<file path="src/rtl/instr_fetch_sequencer_if.sv">
// Fetch sequencer bus: control, memory and IR byte-bus signals.
// master = sequencer side, slave = environment (memory/IR/control).
interface instr_fetch_sequencer_if #(
  parameter int ADDR_W = 16
);
  logic              Start;
  logic              PCLoad;
  logic [ADDR_W-1:0] PCIn;
  logic [7:0]        MemData;
  logic              MemReady;
  logic              MemRead;
  logic [ADDR_W-1:0] MemAddr;
  logic [7:0]        IR_I;
  logic              IR_LH;
  logic              IR_Write;
  logic [ADDR_W-1:0] PC;
  logic              Busy;
  logic              Done;
  logic              Fault;

  modport master (
    input  Start, PCLoad, PCIn,
    input  MemData, MemReady,
    output MemRead, MemAddr,
    output IR_I, IR_LH, IR_Write,
    output PC, Busy, Done, Fault
  );

  modport slave (
    output Start, PCLoad, PCIn,
    output MemData, MemReady,
    input  MemRead, MemAddr,
    input  IR_I, IR_LH, IR_Write,
    input  PC, Busy, Done, Fault
  );
endinterface

</file>
<file path="src/rtl/instr_fetch_sequencer.sv">
// Two-byte instruction fetch sequencer; owns the PC, drives IR bytes.
// Ports: i_clk, i_rst (async high), io_bus (master modport).
// Optional FETCH_TIMEOUT_EN: per-byte wait limit with Fault pulse.
module instr_fetch_sequencer #(
  parameter int ADDR_W         = 16,
  parameter int TIMEOUT_CYCLES = 15
) (
  input  logic                   i_clk,
  input  logic                   i_rst,
  instr_fetch_sequencer_if.master io_bus
);

  typedef enum logic [1:0] {
    ST_IDLE,
    ST_LO,
    ST_HI,
    ST_DONE
  } state_t;

  state_t            r_state;
  state_t            w_next;
  logic [ADDR_W-1:0] r_pc;
  logic [ADDR_W-1:0] w_pc_next;
  logic              w_rd;
  logic              w_wr;
  logic              w_lh;
  logic              w_done;
  logic              w_fetch;
  logic              w_tmo;

  assign w_fetch = (r_state == ST_LO) ||
                   (r_state == ST_HI);

`ifdef FETCH_TIMEOUT_EN
  localparam int CW = $clog2(TIMEOUT_CYCLES + 1);

  logic [CW-1:0] r_cnt;
  logic [CW-1:0] w_cnt_next;

  // Abort only when the limit is reached with no data;
  // data arriving in that same cycle still wins.
  assign w_tmo = w_fetch && !io_bus.MemReady &&
                 (r_cnt == CW'(TIMEOUT_CYCLES));

  always_comb begin
    w_cnt_next = '0;
    if (w_fetch && !io_bus.MemReady && !w_tmo)
      w_cnt_next = r_cnt + CW'(1);
  end

  always_ff @(posedge i_clk or posedge i_rst) begin
    if (i_rst) r_cnt <= '0;
    else       r_cnt <= w_cnt_next;
  end
`else
  logic w_unused_tmo;
  assign w_unused_tmo = (TIMEOUT_CYCLES > 0);
  assign w_tmo        = 1'b0;
`endif

  always_comb begin
    w_next    = r_state;
    w_pc_next = r_pc;
    w_rd      = 1'b0;
    w_wr      = 1'b0;
    w_lh      = 1'b0;
    w_done    = 1'b0;
    unique case (r_state)
      ST_IDLE: begin
        // Load first so a same-cycle Start uses PCIn.
        if (io_bus.PCLoad) w_pc_next = io_bus.PCIn;
        if (io_bus.Start)  w_next    = ST_LO;
      end
      ST_LO: begin
        w_rd = 1'b1;
        w_wr = io_bus.MemReady;
        if (io_bus.MemReady) begin
          w_pc_next = r_pc + ADDR_W'(1);
          w_next    = ST_HI;
        end else if (w_tmo) begin
          w_next = ST_IDLE;
        end
      end
      ST_HI: begin
        w_rd = 1'b1;
        w_lh = 1'b1;
        w_wr = io_bus.MemReady;
        if (io_bus.MemReady) begin
          w_pc_next = r_pc + ADDR_W'(1);
          w_next    = ST_DONE;
        end else if (w_tmo) begin
          w_next = ST_IDLE;
        end
      end
      ST_DONE: begin
        w_done = 1'b1;
        w_next = ST_IDLE;
      end
    endcase
  end

  always_ff @(posedge i_clk or posedge i_rst) begin
    if (i_rst) begin
      r_state <= ST_IDLE;
      r_pc    <= '0;
    end else begin
      r_state <= w_next;
      r_pc    <= w_pc_next;
    end
  end

  assign io_bus.MemRead  = w_rd;
  assign io_bus.MemAddr  = r_pc;
  assign io_bus.IR_I     = io_bus.MemData;
  assign io_bus.IR_LH    = w_lh;
  assign io_bus.IR_Write = w_wr;
  assign io_bus.PC       = r_pc;
  assign io_bus.Busy     = (r_state != ST_IDLE);
  assign io_bus.Done     = w_done;
  assign io_bus.Fault    = w_tmo;

endmodule
</file>
<file path="src/flat_wrapper.sv">
// flat-port wrapper written by rule: the top's interface ports become plain ports
module instr_fetch_sequencer_flat 
#(
  parameter int ADDR_W         = 16,
  parameter int TIMEOUT_CYCLES = 15
)
  (i_clk, i_rst, io_bus_Start, io_bus_PCLoad, io_bus_PCIn, io_bus_MemData, io_bus_MemReady, io_bus_MemRead, io_bus_MemAddr, io_bus_IR_I, io_bus_IR_LH, io_bus_IR_Write, io_bus_PC, io_bus_Busy, io_bus_Done, io_bus_Fault);
  instr_fetch_sequencer_if #(.ADDR_W(ADDR_W)) io_bus_i ();
  input  logic i_clk;
  input  logic i_rst;
  input wire logic [$bits(io_bus_i.Start)-1:0] io_bus_Start;
  input wire logic [$bits(io_bus_i.PCLoad)-1:0] io_bus_PCLoad;
  input wire logic [$bits(io_bus_i.PCIn)-1:0] io_bus_PCIn;
  input wire logic [$bits(io_bus_i.MemData)-1:0] io_bus_MemData;
  input wire logic [$bits(io_bus_i.MemReady)-1:0] io_bus_MemReady;
  output wire logic [$bits(io_bus_i.MemRead)-1:0] io_bus_MemRead;
  output wire logic [$bits(io_bus_i.MemAddr)-1:0] io_bus_MemAddr;
  output wire logic [$bits(io_bus_i.IR_I)-1:0] io_bus_IR_I;
  output wire logic [$bits(io_bus_i.IR_LH)-1:0] io_bus_IR_LH;
  output wire logic [$bits(io_bus_i.IR_Write)-1:0] io_bus_IR_Write;
  output wire logic [$bits(io_bus_i.PC)-1:0] io_bus_PC;
  output wire logic [$bits(io_bus_i.Busy)-1:0] io_bus_Busy;
  output wire logic [$bits(io_bus_i.Done)-1:0] io_bus_Done;
  output wire logic [$bits(io_bus_i.Fault)-1:0] io_bus_Fault;
  assign io_bus_i.Start = io_bus_Start;
  assign io_bus_i.PCLoad = io_bus_PCLoad;
  assign io_bus_i.PCIn = io_bus_PCIn;
  assign io_bus_i.MemData = io_bus_MemData;
  assign io_bus_i.MemReady = io_bus_MemReady;
  assign io_bus_MemRead = io_bus_i.MemRead;
  assign io_bus_MemAddr = io_bus_i.MemAddr;
  assign io_bus_IR_I = io_bus_i.IR_I;
  assign io_bus_IR_LH = io_bus_i.IR_LH;
  assign io_bus_IR_Write = io_bus_i.IR_Write;
  assign io_bus_PC = io_bus_i.PC;
  assign io_bus_Busy = io_bus_i.Busy;
  assign io_bus_Done = io_bus_i.Done;
  assign io_bus_Fault = io_bus_i.Fault;
  instr_fetch_sequencer #(.ADDR_W(ADDR_W), .TIMEOUT_CYCLES(TIMEOUT_CYCLES)) u_core (.i_clk(i_clk), .i_rst(i_rst), .io_bus(io_bus_i));
endmodule
</file>
<file path="config.mk">
export PLATFORM = sky130hd
export DESIGN_NAME = instr_fetch_sequencer_flat
export DESIGN_NICKNAME = d
export VERILOG_FILES = /design/src/rtl/instr_fetch_sequencer_if.sv /design/src/rtl/instr_fetch_sequencer.sv /design/src/flat_wrapper.sv
export SDC_FILE = /design/constraint.sdc
export NUM_CORES = 1
export LEC_CHECK = 0
export ABC_CLOCK_PERIOD_IN_PS = 3100
export BUFFER_PORTS_ARGS = -buffer_cell sky130_fd_sc_hd__buf_2
export CORE_ASPECT_RATIO = 2
export CORE_MARGIN = 2
export CORE_UTILIZATION = 35
export DETAILED_ROUTE_END_ITERATION = 16
export SYNTH_ARGS = -nofsm -noshare
export SYNTH_HDL_FRONTEND = slang
export SYNTH_SLANG_ARGS = --single-unit
</file>
<file path="constraint.sdc">
create_clock -name i_clk -period 3.1 [get_ports i_clk]
set_input_delay 0.31 -clock i_clk [delete_from_list [all_inputs] [get_ports i_clk]]
set_output_delay 0.31 -clock i_clk [all_outputs]
set_load 0.005 [all_outputs]
</file>
==> impl_metrics.py <==
metrics = {
    "outcome": {
        "status": "finished clean",
    },
    "grt": {
        "grt_pass1_wl_um": 5820,
        "grt_max_degree": 25,
        "grt_overflow": 0,
        "track_usage": 0.158,
        "antenna_found_initial": 0,
        "grt_pass1_vias": 1234,
    },
    "yosys": {
        "synthXorXnorAreaFrac": 0,
        "synthAdderAreaFrac": 0.0517,
        "synth_compound_area_frac": 0.159,
        "synth_edf_count": 0,
        "synth_cell_types": 37,
        "synth_seq_cells": 18,
        "synthCells": 165,
        "seq_area_frac_synth": 0.310,
        "synth-simple-area-share": 0.296,
        "synthFlopType": "dfrtp_1",
        "synth_area_um2": 1450,
        "syn-mean-instance-area_um2": 8.80,
        "synth_top_family_by_area": "simple AND/OR/NAND/NOR gates",
        "synth_mux_area_frac": 0.00690,
        "synth_nets": 200,
        "yosys_warnings": 0,
        "async_reset_ff_frac": 1.00,
    },
    "clock_network": {
        "ctsResizeCount": 0,
        "holdBufCountCts": 0,
        "clkTransAtPathRegs_ns": 0.07,
        "postCtsSetupBuffers": 0,
        "worst_skew_pair.late_latency_ns": 0.25,
        "cts_root_buf": "clkbuf_8",
        "cts_max_path_buffers": 2,
        "cts_made_buffers": 3,
        "h-tree-depth": 1,
        "clock_sinks": 18,
        "cts_tree": "done",
    },
    "critical_path": {
        "crit_chain": "inv_1, ha_1, nand2b_1, nor3b_4, and4_1, nor3_1",
        "arrival_ns": 2.55,
        "cp_slowest_cell": "nor3b_4",
        "crit_fanout": 24,
        "cp_slowest_stage_delay_ns": 0.68,
        "r2r_slack_ns": 0.69,
        "path_delay_family": "simple AND/OR/NAND/NOR gates",
        "startpoint_type": "flip-flop",
        "cp.buffers_inverters": 1,
        "cp.required_ns": 3.24,
        "worstSetupPathType": "flip-flop to flip-flop",
        "endpoint_kind": "flip-flop",
    },
    "floorplan": {
        "ios": 75,
        "design.core.area_um2": 4050,
        "die_x_um": 49.5,
        "die_y_um": 95.1,
        "num_rows": 33,
        "die-area_um2": 4710,
        "initial_core_util": 0.359,
    },
    "power": {
        "p_leak_uw": 0.000750,
        "switching_power_uw": 1010,
        "pwr-share-clk": 0.093,
        "seqPwrFrac": 0.279,
        "max-vdd-ir-drop_v": 0.000589,
        "powerDensity_nw_per_um2": 1280,
        "p_int_uw": 1090,
        "switching_share": 0.480,
        "combPwrFrac": 0.628,
    },
    "detailed_routing": {
        "viasPerCell": 5.34,
        "drcViolationCount": 0,
        "wl_per_cell_um": 14.4,
        "drt_iter0_drc": 23,
        "routed_wl_um": 3560,
        "vias": 1324,
        "dr.pass1.iters": 4,
        "postRouteAntennaNets": 0,
    },
    "sta": {
        "period_share": 0.776,
        "tightest_slew_ns": 0.770,
        "drv_slew": 0,
        "hold_viol_final": 0,
        "rsz0062_at_grt": "no",
        "period_needed_ns": 2.41,
        "fmax_mhz": 416,
        "finalSetupTns_ns": 0,
        "fin_skew_ns": 0.00564,
        "whs_ns": 0.165,
        "max_slew_margin": 0.486,
        "setup_viol": 0,
    },
    "placement": {
        "place_hpwl_um": 2620,
        "gp_congestion": 0.752,
        "portBuffers": 57,
    },
    "worst_hold_path": {
        "hp-class": "input port to asynchronous set/reset pin",
    },
    "layout": {
        "insertedDiodeCount": 0,
        "drive_gt1_frac": 0.352,
        "nFillCells": 474,
        "area_delta_synth_final_pct": 12.8,
        "final_nets": 232,
        "seq_area_um2": 450,
        "multi_input_area_um2": 748,
    },
    "job": {
        "cap_violations": 0,
    },
}
[sequential cells by signal, indices dropped and copies added (netlist names)]
name                   count
u_core.r_state             2
u_core.io_bus.MemAddr     16
[cell usage in the layout (no fill, tap or decap), types with 4 or more instances in the layout]
master and count:
o22a_1 4, a21oi_1 6, nand3_1 9, nand4b_1 4
inv_1 7, a22oi_1 4, nand2_1 14, dfrtp_1 18
nor3_1 8, o311a_1 5, nand4_1 9, buf_2 57
clkbuf_8 4, nor2_1 7, ha_1 6, a2bb2oi_1 4
[worst register-to-register path, cell delays in order (launching register included)]
cell      delay, ns
dfrtp_1        0.38
inv_1          0.09
ha_1           0.60
nand2b_1       0.20
nor3b_4        0.68
and4_1         0.30
nor3_1         0.05
[cells in the mapped netlist, types with 2 or more instances]
cell / count / share of area
a21oi_1: 6 / 0.021
a22oi_1: 4 / 0.021
a2bb2oi_1: 4 / 0.024
and2_1: 3 / 0.013
buf_4: 25 / 0.13
buf_6: 2 / 0.016
clkbuf_1: 3 / 0.0078
dfrtp_1: 18 / 0.31
ha_1: 6 / 0.052
inv_1: 7 / 0.018
nand2_1: 14 / 0.036
nand3_1: 9 / 0.031
nand4_1: 9 / 0.039
nand4b_1: 4 / 0.024
nor2_1: 7 / 0.018
nor2b_1: 2 / 0.0086
nor3_1: 8 / 0.028
nor4_2: 3 / 0.026
o21ai_0: 3 / 0.010
o21ai_1: 3 / 0.010
o22a_1: 4 / 0.024
o22ai_1: 2 / 0.0086
o311a_1: 5 / 0.034
[through the flow]
step / worst slack (ns) / util / total power [uW] / cell area, um2 / std cells
final: 0.693 / 0.405 / 2100 / 1640 / 248
after global routing: 0.472 / 0.405 / 2300 / 1640 / 248
after CTS: 0.731 / 0.405 / 2120 / 1640 / 248
after detailed placement: 0.720 / 0.391 / 1930 / 1580 / 244
after global placement: 0.769 / 0.391 / 1910 / 1580 / 244
after floorplan: 1.32 / - / 1640 / 1450 / 165
[final timing paths]
check                                                              to                          start  cells after the start
worst max-delay path            u_core.io_bus.MemAddr[14]$_DFFE_PP0P_  u_core.r_state[0]$_DFFE_PP0P_                      6
worst min-delay path             u_core.io_bus.MemAddr[6]$_DFFE_PP0P_                          i_rst                      2
worst max register to register  u_core.io_bus.MemAddr[14]$_DFFE_PP0P_  u_core.r_state[0]$_DFFE_PP0P_                      6
worst min register to register          u_core.r_state[1]$_DFFE_PP0P_  u_core.r_state[1]$_DFFE_PP0P_                      2
max in group asynchronous        u_core.io_bus.MemAddr[7]$_DFFE_PP0P_                          i_rst                      2
min in group i_clk               u_core.io_bus.MemAddr[5]$_DFFE_PP0P_                 io_bus_PCIn[5]                      3
[cells by family (layout without fill, tap and decap cells)]
family,after synthesis,in the layout
AO/OA/AOI/OAI,32,32
adder cells (fa/ha/maj),6,6
buffers and inverters,38,69
flip-flops,18,18
multiplexers,1,1
other,1,1
AND/OR/NAND/NOR,69,69
[power by group through the flow]
| stage | Clock, uW | Combinational [uW] | Sequential (uW) |
|---|---|---|---|
| finish | 194 | 1320 | 586 |
| global route | 213 | 1470 | 611 |
| CTS | 203 | 1330 | 586 |
| detailed placement | 0 | 1340 | 591 |
| global placement | 0 | 1320 | 586 |
| floorplan | 0 | 1080 | 555 |
[layout make-up]
| class | instances | area share |
|---|---|---|
| clock buffers | 4 | 0.0336 |
| inverters | 7 | 0.0160 |
| multi-input cells | 109 | 0.457 |
| flip-flops and latches | 18 | 0.275 |
| well taps | 52 | 0.0397 |
| repair buffers | 58 | 0.179 |
[per-layer routing]
| metal | wire length (um) | track usage | vias to the layer above |
|---|---|---|---|
| li1 | - | - | 647 |
| met1 | 1380 | 0.173 | 630 |
| met2 | 1950 | 0.290 | 45 |
| met3 | 202 | 0.0329 | 2 |
| met4 | 32 | 0.0671 | 0 |
| met5 | 0 | 0 | - |
Power figures use the tool's default switching activity.
